--- config.mk ---
export PLATFORM = sky130hd
export DESIGN_NAME = q_seq_monitor
export DESIGN_NICKNAME = d
export VERILOG_FILES = /design/src/rtl/q_seq_monitor.sv
export SDC_FILE = /design/constraint.sdc
export NUM_CORES = 1
export LEC_CHECK = 0
export ABC_AREA = 1
export CORE_MARGIN = 4
export CORE_UTILIZATION = 57
export CTS_CLUSTER_SIZE = 12
export DETAILED_ROUTE_END_ITERATION = 16
export PLACE_DENSITY = 0.81
export RECOVER_POWER = 50
export REMOVE_ABC_BUFFERS = 1
export SLEW_MARGIN = 5
export SYNTH_ARGS = -nofsm -noshare
export SYNTH_HDL_FRONTEND = slang
export SYNTH_SLANG_ARGS = --single-unit
--- constraint.sdc ---
create_clock -name clk -period 3.4 [get_ports clk]
set_input_delay 0.68 -clock clk [delete_from_list [all_inputs] [get_ports clk]]
set_output_delay 0.68 -clock clk [all_outputs]
set_load 0.02 [all_outputs]
--- src/rtl/q_seq_monitor.sv ---
// q_seq_monitor: checks that sampled q_in advances by STEP each valid sample.
// Reports lock state, mismatch pulses, saturating error and wrap counters.
module q_seq_monitor #(
    parameter int WIDTH    = 5,
    parameter int STEP     = 1,
    parameter int LOCK_CNT = 4,
    parameter int CNT_W    = 8
) (
    input  logic             clk,
    input  logic             reset,
    input  logic             valid,
    input  logic [WIDTH-1:0] q_in,
    input  logic             clear,
    output logic             locked,
    output logic             mismatch,
    output logic [CNT_W-1:0] err_cnt,
    output logic [CNT_W-1:0] wrap_cnt,
    output logic [1:0]       state
);

    typedef enum logic [1:0] {
        ST_EMPTY = 2'd0,
        ST_TRACK = 2'd1,
        ST_LOCK  = 2'd2
    } state_t;

    localparam logic [CNT_W-1:0] LOCK_V = CNT_W'(LOCK_CNT);
    localparam logic [CNT_W-1:0] LAST_V = CNT_W'(LOCK_CNT - 1);
    localparam logic [WIDTH-1:0] STEP_V = WIDTH'(STEP);

    state_t           state_q, state_d;
    logic [WIDTH-1:0] prev_q, prev_d;
    logic [CNT_W-1:0] run_q, run_d;
    logic             mismatch_q, mismatch_d;
    logic [CNT_W-1:0] err_q, err_d;
    logic [CNT_W-1:0] wrap_q, wrap_d;

    logic [WIDTH-1:0] expected;
    logic             good;
    logic             lock_hit;

    assign expected = prev_q + STEP_V;
    assign good     = (q_in == expected);
    // Comparing run_q against LOCK_CNT-1 avoids overflow of run_q+1.
    assign lock_hit = (run_q >= LAST_V);

    // Next-state, sequence check and counter updates.
    always_comb begin
        state_d    = state_q;
        prev_d     = prev_q;
        run_d      = run_q;
        mismatch_d = 1'b0;
        err_d      = err_q;
        wrap_d     = wrap_q;
        if (reset || clear) begin
            state_d = ST_EMPTY;
            prev_d  = '0;
            run_d   = '0;
            err_d   = '0;
            wrap_d  = '0;
        end else begin
            case (state_q)
                ST_EMPTY: begin
                    if (valid) begin
                        prev_d  = q_in;
                        run_d   = '0;
                        state_d = ST_TRACK;
                    end
                end
                ST_TRACK, ST_LOCK: begin
                    if (valid) begin
                        prev_d = q_in;
                        if (good) begin
                            if (lock_hit) begin
                                run_d   = LOCK_V;
                                state_d = ST_LOCK;
                            end else begin
                                run_d   = run_q + 1'b1;
                                state_d = ST_TRACK;
                            end
                            if (q_in < prev_q) begin
                                wrap_d = wrap_q + 1'b1;
                            end
                        end else begin
                            mismatch_d = 1'b1;
                            run_d      = '0;
                            state_d    = ST_TRACK;
                            if (err_q != '1) begin
                                err_d = err_q + 1'b1;
                            end
                        end
                    end
                end
                default: state_d = ST_EMPTY;
            endcase
        end
    end

    // State and counter registers.
    always_ff @(posedge clk) begin
        state_q    <= state_d;
        prev_q     <= prev_d;
        run_q      <= run_d;
        mismatch_q <= mismatch_d;
        err_q      <= err_d;
        wrap_q     <= wrap_d;
    end

    assign locked   = (state_q == ST_LOCK);
    assign mismatch = mismatch_q;
    assign err_cnt  = err_q;
    assign wrap_cnt = wrap_q;
    assign state    = state_q;

endmodule

# Word level (Yosys, flattened, before mapping)
# Cells that the tools add are included.
# word_totals
elab_cells	43
out_inout_bits	20
inputBits	9
register_bits	32
# op_classes
n_reduce_logical	11
n_addsub	4
bitwise	3
n_eq_ne	6
order_cmp	2
muxes	11
# ops
op	n
$mux W8	4
$add A8 B1 Y8 const B	3
$pmux W8 S2	1
$ge A8 B2 Y1 const B	1
$mux W2	4
$ne A8 B8 Y1 const B	1
$reduce_and A4 Y1	2
$reduce_or A3 Y1	2
$add A5 B1 Y5 const B	1
$eq A5 B5 Y1	1
$lt A5 B5 Y1	1
$ne A2 B2 Y1 const B	2
$pmux W2 S2	1
$reduce_and A2 Y1	2
$not A1 Y1	3
$reduce_and A3 Y1	1
$eq A2 B1 Y1 const B	1
$eq A2 B2 Y1 const B	1
$logic_not A2 Y1	1
$reduce_bool A2 Y1	1
$reduce_or A2 Y1	1
$logic_or A1 B1 Y1	1
$mux W1	1

# Depth between registers and ports, before layout
# Gate-level depths: netlist (run 1).
# logic_depth
ltp_word	5
ltp_mapped	11
mapped_depth_nobuf	11

# Worst setup path after synthesis (run 1)
# OpenSTA, ideal clock, no wires.
# synth_timing
path_kind	input-to-reg
from	input port q_in[0]
to	register wrap_q[7] (netlist: wrap_cnt[7])
path_buffers	1
t_arrival_ns	1.792
required_time_ns	3.329
setup_ns	0.071
setup_slack_ns	1.538
cell_stages	9
cell_sequence	inv_1 > ha_1 > nand3b_1 > nor2_2 > nand2_2 > nor2_4 > buf_6 > nand4_1 > a21oi_1
# synth_between
elab_chain_cells	2
word_cells_on_any_way	3
classes_between	1 x order compare; 1 x eq/ne; 1 x reduce/logical
# synth_lines
element	line_no	text
from (decl)	12	input logic [WIDTH-1:0] q_in,
$lt A5 B5 Y1 / $eq A5 B5 Y1 (equally long branches)	81, 43	
$reduce_and A4 Y1 (no line) (*)	-	
to (signal assigned)	106	wrap_q <= wrap_d;
to (decl)	36	logic [CNT_W-1:0] wrap_q, wrap_d;
# Every way passes the cells marked *; elsewhere a longest branch is shown, timed or not.
# A chain may end at the register's enable or synchronous reset.

# Worst setup path in the final report (run 1)
# layout_timing
from	input port q_in[0]
to	register wrap_q[4] (netlist: wrap_cnt[4])
# The elaborated chain is that of the path after synthesis.

==> impl_metrics.env, run 1 <==
export IMPL_reg2reg_slack_ns=1.55
export IMPL_hold_buffers=0
export IMPL_multi_input_area_sq_um=1060
export IMPL_die_height_um=65.0
export IMPL_status="finished, final reports clean"
export IMPL_dieArea_sq_um=4230
export IMPL_maxSlewViolCount=0
export IMPL_synth_edf_count=0
export IMPL_critical_path_max_stage_delay_ns=0.45
export IMPL_clockRootBuffer="clkbuf_4"
export IMPL_grt_pass1_wl_um=6890
export IMPL_placed_area_sq_um=2160
export IMPL_clockBufferDepth=2
export IMPL_vias=1743
export IMPL_antenna_cells=0
export IMPL_power_density_nw_per_um2=347
export IMPL_wirelength_um=3920
export IMPL_ys_seq_elements=32
export IMPL_hp_start="run_q[6]"
export IMPL_antenna_found_initial=0
export IMPL_hp_class="flop to flop"
export IMPL_seqCellArea_sq_um=641
export IMPL_drive_gt1_frac=0.0640
export IMPL_htreeDepth=2
export IMPL_wl_per_cell_um=11.5
export IMPL_via_per_inst=5.11
export IMPL_synth_top_area_share=0.345
export IMPL_drt_pre_antenna_iters=4
export IMPL_drt_iter0_markers=107
export IMPL_criticalPathCategory="input port to flop"
export IMPL_end_kind="flop"
export IMPL_fin_setup_tns_ns=0
export IMPL_min_to="run_q[6]"
export IMPL_grt_max_degree=26
export IMPL_async_reset_ff_frac=0
export IMPL_start_kind="input port"
export IMPL_crit_fanout=14
export IMPL_drc=0
export IMPL_cts_sinks=32
export IMPL_fin_worst_skew_ns=0.00443
export IMPL_ys_flop_type="dfxtp_1"
export IMPL_yosysSeqAreaShare=0.345
export IMPL_dr_wl_met2_um=1800
export IMPL_groute_usage_overall=0.204
export IMPL_top_layer_used="met4"
export IMPL_synthTopCellsByArea="dfxtp_1 (35%), nand2_1 (15%), ha_1 (8.1%)"
export IMPL_finalCritPeriodShare=0.672
export IMPL_synth_cell_types=24
export IMPL_leakagePower_nw=1.01
export IMPL_cap_violations=0
export IMPL_relSlewSlack=0.488
export IMPL_rows=20
export IMPL_syn_inst=265
export IMPL_synth_warnings=0
export IMPL_crit_chain="clkdlybuf4s50_1 -> inv_1 -> ha_1 -> nand3b_1 -> nor2_2 -> nand2_2 -> nor2_4 -> nand3_2 -> nand2_1 -> a21oi_1"
export IMPL_rsz0062_at_grt="no"
export IMPL_gp_congestion=0.853
export IMPL_cts_reportedPaths_clkPinSlew_ns=0.10
export IMPL_yosys_area_top_type="dfxtp_1"
export IMPL_crit_family="simple AND/OR/NAND/NOR gates"
export IMPL_die_x_um=65.0
export IMPL_core_area_sq_um=3080
export IMPL_fill_cells=268
export IMPL_cts_buffers=5
export IMPL_synth_common_cells="nand2_1 (73), dfxtp_1 (32), inv_1 (31)"
export IMPL_worstHoldPathCells=2
export IMPL_cts_setup_buffers=0
export IMPL_cp_arrival_ns=2.48
export IMPL_overflow=0
export IMPL_io_buffers=28
export IMPL_grt_pass1_vias=1612
export IMPL_initial_core_util=0.602
export IMPL_cpMaxStageDelayCell="clkdlybuf4s50_1"
export IMPL_ir_worst_vdd_mv=0.265
export IMPL_min_period_ns=2.28
export IMPL_r2r_cells=10
export IMPL_avgSynthCellArea_sq_um=7.00
export IMPL_nets=317
export IMPL_setup_viol=0
export IMPL_met1Wirelength_um=1910
export IMPL_r2r_start="prev_q[0]"
export IMPL_antenna_left=0
export IMPL_routed_wl_met3_um=164
export IMPL_dpl_hpwl_um=2820
export IMPL_synth_most_common_cell="nand2_1"
export IMPL_tritoncts="yes"
export IMPL_ios=29
export IMPL_netlist_area_sq_um=1850
export IMPL_hold_violations=0
export IMPL_clk_latency_ns=0.33
export IMPL_crit_buf_inv=2
export IMPL_ctsResizeCount=0
export IMPL_area_growth_synth_to_final_pct=21.8
export IMPL_design_area_sq_um=2260
export IMPL_clock_fmax_mhz=438
export IMPL_r2r_end="wrap_cnt[4]"
export IMPL_worstPathRequired_ns=3.60
export IMPL_worst_pin_slew_ns=0.768
## per-layer routing
| metal | track usage | vias to the layer above |
|---|---|---|
| met4 | 0.0648 | 0 |
| met5 | 0 | - |
| met3 | 0.0468 | 5 |
| met1 | 0.259 | 779 |
| li1 | - | 922 |
| met2 | 0.340 | 37 |
## state kept, by name, indices dropped and copies added, names as in the netlist
name,cells
wrap_cnt,8
mismatch,1
state,2
err_cnt,8
run_q,8
prev_q,5
## worst max-delay path by stage
stage,from,endpoint,cells past startpoint
after floorplan,q_in[0],wrap_cnt[0],10
after detailed placement,q_in[0],wrap_cnt[4],10
after global routing,q_in[0],wrap_cnt[1],11
after global placement,q_in[0],wrap_cnt[2],10
after CTS,q_in[0],wrap_cnt[0],11
final,q_in[0],wrap_cnt[4],10
## cells by family after synthesis
logic type	share of synthesized area
compound gates	0.0837
xor+xnor	0.0472
simple gates	0.358
flops	0.345
buf+inv	0.0850
fa+ha+maj	0.0810
## worst reg2reg max path: stages, from the launching register on
cell      delay [ns]
dfxtp_1         0.35
ha_1            0.30
inv_1           0.04
nand2_1         0.07
nand3b_1        0.11
nor2_2          0.13
nand2_2         0.07
nor2_4          0.27
nand3_2         0.21
nand2_1         0.11
a21oi_1         0.06
## layout by cell type, fill, tap and decap left out, types with 2 or more instances in the layout
master	count
clkdlybuf4s50_1	10
ha_1	12
nand3_2	4
nand2_1	73
dlygate4sd3_1	18
a21oi_1	26
clkbuf_4	5
o21ai_0	5
inv_1	32
nand3_1	8
nor2_1	24
dfxtp_1	32
nor2_2	2
clkbuf_8	2
xor2_1	8
nand2_2	2
nand4_1	17
nor3_1	4
nand3b_1	4
clkinv_1	2
xnor2_1	2
## power by group
part           switching [mW]  internal, mW
Clock                   0.137         0.195
Sequential            0.00331         0.378
Combinational          0.0456        0.0256
Total                   0.186         0.599
## cell type report
cell class	instances	share of cell area
multi-input cells	194	0.468
flip-flops and latches	32	0.284
repair buffers	28	0.124
inverters	35	0.0582
clock buffers	7	0.0288
well taps	44	0.0244
clock inverters	1	0.0133
## through the flow
stage / setup slack, ns / std cells / utilization / power [mW] / hold WS [ns]
floorplan: 1.42 / 261 / - / 0.435 / 0.419
global placement: 0.813 / 333 / 0.703 / 0.459 / 0.428
detailed placement: 0.772 / 333 / 0.703 / 0.461 / 0.434
CTS: 1.13 / 341 / 0.734 / 0.793 / 0.449
global route: 0.966 / 341 / 0.734 / 0.819 / 0.474
finish: 1.12 / 341 / 0.734 / 0.784 / 0.443
(Power assumes the default switching activity.)
==> run 2: changes to the inputs <==
Settings changed: CORE_UTILIZATION 57 to 48, PLACE_DENSITY 0.81 to 0.72.
Clock period 3.4 ns to 1.85 ns, I/O delays scaled along.
==> run 2 against run 1 <==
Against the previous run:
- utilization down 7.0 points
- highest routed layer unchanged
- global-route usage is 2.7 points lower
- clock skew about the same
==> impl_metrics.env, run 2 (synthesized netlist as in run 1, its figures left out) <==
export IMPL_dieArea_sq_um=4920
export IMPL_clk_latency_ns=0.28
export IMPL_initial_core_util=0.503
export IMPL_hold_violations=0
export IMPL_cpMaxStageDelayCell="clkdlybuf4s50_1"
export IMPL_ir_worst_vdd_mv=0.652
export IMPL_crit_fanout=5
export IMPL_area_growth_synth_to_final_pct=32.0
export IMPL_status="finished, final reports clean"
export IMPL_clock_fmax_mhz=560
export IMPL_rows=22
export IMPL_die_x_um=70.2
export IMPL_power_density_nw_per_um2=575
export IMPL_hp_class="input port to flop"
export IMPL_clockBufferDepth=2
export IMPL_fin_worst_skew_ns=0.00459
export IMPL_end_kind="primary output"
export IMPL_grt_max_degree=17
export IMPL_wl_per_cell_um=11.4
export IMPL_tritoncts="yes"
export IMPL_crit_buf_inv=1
export IMPL_drive_gt1_frac=0.142
export IMPL_htreeDepth=2
export IMPL_dpl_hpwl_um=3130
export IMPL_ios=29
export IMPL_cts_reportedPaths_clkPinSlew_ns=0.07
export IMPL_nets=338
export IMPL_vias=1822
export IMPL_groute_usage_overall=0.177
export IMPL_gp_congestion=0.852
export IMPL_core_area_sq_um=3690
export IMPL_drc=0
export IMPL_die_height_um=70.2
export IMPL_worst_pin_slew_ns=0.408
export IMPL_antenna_left=0
export IMPL_crit_chain="clkdlybuf4s50_1"
export IMPL_fin_util=0.664
export IMPL_start_kind="flop"
export IMPL_io_buffers=28
export IMPL_wirelength_um=4160
export IMPL_final_common_cell="nand2_1"
export IMPL_grt_pass1_wl_um=7210
export IMPL_via_per_inst=4.98
export IMPL_min_period_ns=1.78
export IMPL_criticalPathCategory="flop to primary output"
export IMPL_place_ws_ns=-0.295
export IMPL_drt_iter0_markers=112
export IMPL_grt_pass1_vias=1661
export IMPL_postLayoutSetupSlackWorst_ns=0.0657
export IMPL_overflow=0
export IMPL_fin_setup_tns_ns=0
export IMPL_cts_sinks=32
export IMPL_antenna_cells=0
export IMPL_crit_family="buffers and inverters"
export IMPL_cap_violations=0
export IMPL_cp_arrival_ns=1.41
export IMPL_antenna_found_initial=0
export IMPL_final_cell_mix="nand2_1 (73), dfxtp_1 (32), inv_1 (29), a21oi_1 (25), nor2_1 (24)"
export IMPL_cts_buffers=5
export IMPL_drt_pre_antenna_iters=4
export IMPL_worstPathRequired_ns=1.48
export IMPL_cts_setup_buffers=0
export IMPL_leakagePower_nw=1.09
export IMPL_finalCritPeriodShare=0.964
export IMPL_fill_cells=364
export IMPL_maxSlewViolCount=0
export IMPL_relSlewSlack=0.726
export IMPL_clockRootBuffer="clkbuf_8"
export IMPL_critical_path_max_stage_delay_ns=0.66
export IMPL_rsz0062_at_grt="no"
export IMPL_setup_viol=0
[run 2: changes by cell type in the layout (fill, tap and decap cells not counted), sizes merged]
| cell | previous run | this run |
|---|---|---|
| buf | 0 | 20 |
| dlygate4sd3 | 18 | 11 |
| clkdlybuf4s50 | 10 | 15 |
| clkinvlp | 0 | 2 |
| bufinv | 1 | 0 |
| dlymetal6s2s | 0 | 1 |
| inv | 33 | 34 |
[run 2: metal layers]
metal	wire [um]	up-vias	track usage
met5	0	-	0
met4	42	0	0.0511
met3	135	6	0.0345
met2	1860	37	0.289
met1	2110	811	0.236
li1	-	968	-
[run 2: stage by stage]
stage | hold WS, ns | area [sq um] | power (mW) | cells
floorplan | 0.419 | 1830 | 0.799 | 261
global placement | 0.427 | 2340 | 0.874 | 358
detailed placement | 0.432 | 2340 | 0.877 | 358
CTS | 0.444 | 2430 | 1.42 | 366
global route | 0.389 | 2450 | 1.47 | 366
finish | 0.363 | 2450 | 1.41 | 366
[run 2: worst paths after layout]
path / to / slack, ns / start / cells past startpoint
max: err_cnt[6] / 0.07 / err_cnt[6] / 1
min: prev_q[0] / 0.36 / q_in[0] / 3
max reg2reg: wrap_cnt[7] / 0.20 / prev_q[0] / 10
min reg2reg: run_q[5] / 0.44 / run_q[5] / 2
[run 2: area by class of cell]
class                   count  area (sq um)  area share
multi-input cells         194          1070       0.438
repair buffers             49           450       0.184
inverters                  35           131      0.0537
clock buffers               5          68.8      0.0281
clock inverters             3          23.8     0.00971
well taps                  48          60.1      0.0245
flip-flops and latches     32           641       0.262
[run 2: what timing repair did]
item,in CTS,in global routing
setup endpoints to repair,0,22
hold buffers,0,0
gates resized for setup,0,11
[run 2: power by group]
group | total [mW] | switching [mW] | internal (mW)
Combinational | 0.162 | 0.0911 | 0.0711
Sequential | 0.701 | 0.00584 | 0.695
Clock | 0.546 | 0.280 | 0.266
Total | 1.41 | 0.377 | 1.03
==> run 3: changes to the inputs <==
Settings changed: MAX_ROUTING_LAYER from default to met4.
==> run 3 against run 2 <==
Against the previous run:
- routed wire length fell by 0.24%
- non-clock buffer count unchanged
- setup slack gained 0.0034 ns
- register-to-register slack is essentially flat
- first-iteration DRC count unchanged
- critical path type unchanged
- largest cell class unchanged
==> impl_metrics.env, run 3 (synthesized netlist as in run 1, its figures left out) <==
export IMPL_status="finished, final reports clean"
export IMPL_maxSlewViolCount=0
export IMPL_via_per_inst=4.97
export IMPL_antenna_cells=0
export IMPL_die_height_um=70.2
export IMPL_cts_sinks=32
export IMPL_finalCritPeriodShare=0.963
export IMPL_multi_input_area_sq_um=1070
export IMPL_core_area_sq_um=3690
export IMPL_drt_iter0_markers=112
export IMPL_groute_usage_overall=0.182
export IMPL_area_growth_synth_to_final_pct=32.0
export IMPL_fin_worst_skew_ns=0.00454
export IMPL_cts_buffers=5
export IMPL_end_kind="primary output"
export IMPL_clock_fmax_mhz=562
export IMPL_cts_reportedPaths_clkPinSlew_ns=0.07
export IMPL_gp_congestion=0.865
export IMPL_cp_arrival_ns=1.41
export IMPL_drt_pre_antenna_iters=4
export IMPL_wl_per_cell_um=11.3
export IMPL_dieArea_sq_um=4920
export IMPL_rsz0062_at_grt="no"
export IMPL_fin_setup_tns_ns=0
export IMPL_fill_cells=364
export IMPL_start_kind="flop"
export IMPL_grt_pass1_vias=1661
export IMPL_relSlewSlack=0.726
export IMPL_vias=1820
export IMPL_overflow=0
export IMPL_r2r_cells=10
export IMPL_hp_class="input port to flop"
export IMPL_grt_max_degree=17
export IMPL_cap_violations=0
export IMPL_crit_chain="clkdlybuf4s50_1"
export IMPL_design_area_sq_um=2450
export IMPL_crit_fanout=5
export IMPL_placed_area_sq_um=2340
export IMPL_power_density_nw_per_um2=574
export IMPL_criticalPathCategory="flop to primary output"
export IMPL_reg2reg_slack_ns=0.20
export IMPL_ir_worst_vdd_mv=0.652
export IMPL_grt_pass1_wl_um=7210
export IMPL_clockRootBuffer="clkbuf_8"
export IMPL_fin_util=0.664
export IMPL_hold_buffers=0
export IMPL_r2r_start="prev_q[0]"
export IMPL_clk_latency_ns=0.28
export IMPL_crit_buf_inv=1
export IMPL_drc=0
export IMPL_hold_violations=0
export IMPL_wirelength_um=4150
export IMPL_tritoncts="yes"
export IMPL_ios=29
export IMPL_worst_pin_slew_ns=0.408
export IMPL_dpl_hpwl_um=3130
export IMPL_min_period_ns=1.78
export IMPL_cp_startpoint="err_cnt[6]"
export IMPL_final_common_cell="nand2_1"
export IMPL_rows=22
export IMPL_initial_core_util=0.503
export IMPL_final_cell_mix="nand2_1 (73), dfxtp_1 (32), inv_1 (29), a21oi_1 (25), nor2_1 (24)"
export IMPL_htreeDepth=2
export IMPL_antenna_left=0
export IMPL_clockBufferDepth=2
export IMPL_cpMaxStageDelayCell="clkdlybuf4s50_1"
export IMPL_drive_gt1_frac=0.142
export IMPL_io_buffers=28
export IMPL_nets=338
export IMPL_postLayoutSetupSlackWorst_ns=0.0691
export IMPL_critical_path_max_stage_delay_ns=0.66
export IMPL_setup_viol=0
export IMPL_antenna_found_initial=0
export IMPL_crit_cells=1
export IMPL_r2r_end="wrap_cnt[7]"
export IMPL_worstPathRequired_ns=1.48
export IMPL_crit_family="buffers and inverters"
export IMPL_leakagePower_nw=1.09
export IMPL_place_ws_ns=-0.295
export IMPL_die_x_um=70.2
export IMPL_critical_path_endpoint="err_cnt[6]"
export IMPL_seqCellArea_sq_um=641
[run 3: cell counts in the layout (fill, tap and decap cells not counted)]
No cell type changed its count.
[run 3: per-stage QoR]
stage | total power [mW] | hold WS [ns] | std cells
finish | 1.41 | 0.366 | 366
detailed placement | 0.877 | 0.432 | 358
floorplan | 0.799 | 0.419 | 261
global placement | 0.874 | 0.427 | 358
global route | 1.47 | 0.389 | 366
CTS | 1.42 | 0.444 | 366
[run 3: repair_timing]
| action | CTS | global route |
|---|---|---|
| buffers inserted | 0 | 0 |
| resized for setup | 0 | 11 |
| hold endpoints to repair | 0 | 0 |
| endpoints found under the setup margin | 0 | 22 |
[run 3: area by class of cell]
cell class	instances	area share
multi-input combinational	194	0.438
sequential	32	0.262
timing repair buffer	49	0.184
inverter	35	0.0537
clock buffer	5	0.0281
tap	48	0.0245
clock inverter	3	0.00971
[run 3: where the power goes]
group	internal (mW)	total, mW	switching [mW]
registers	0.695	0.701	0.00584
clock network	0.266	0.542	0.276
logic	0.0711	0.162	0.0911
[run 3: how the worst min path moves through the flow]
stage                     startpoint        end  slack, ns  cells after the start
final                        q_in[0]  prev_q[0]       0.37                      3
after global routing         q_in[0]  prev_q[0]       0.39                      3
after CTS                   run_q[5]   run_q[5]       0.44                      2
after detailed placement    run_q[5]   run_q[5]       0.43                      2
after global placement      run_q[6]   run_q[6]       0.43                      2
after floorplan             run_q[7]   run_q[7]       0.42                      2
[run 3: layer usage]
metal,wire [um],GRT usage,share of wire
met5,0,-,0
met4,39,0.0511,0.0094
met3,126,0.0345,0.030
met2,1870,0.289,0.45
met1,2110,0.236,0.51
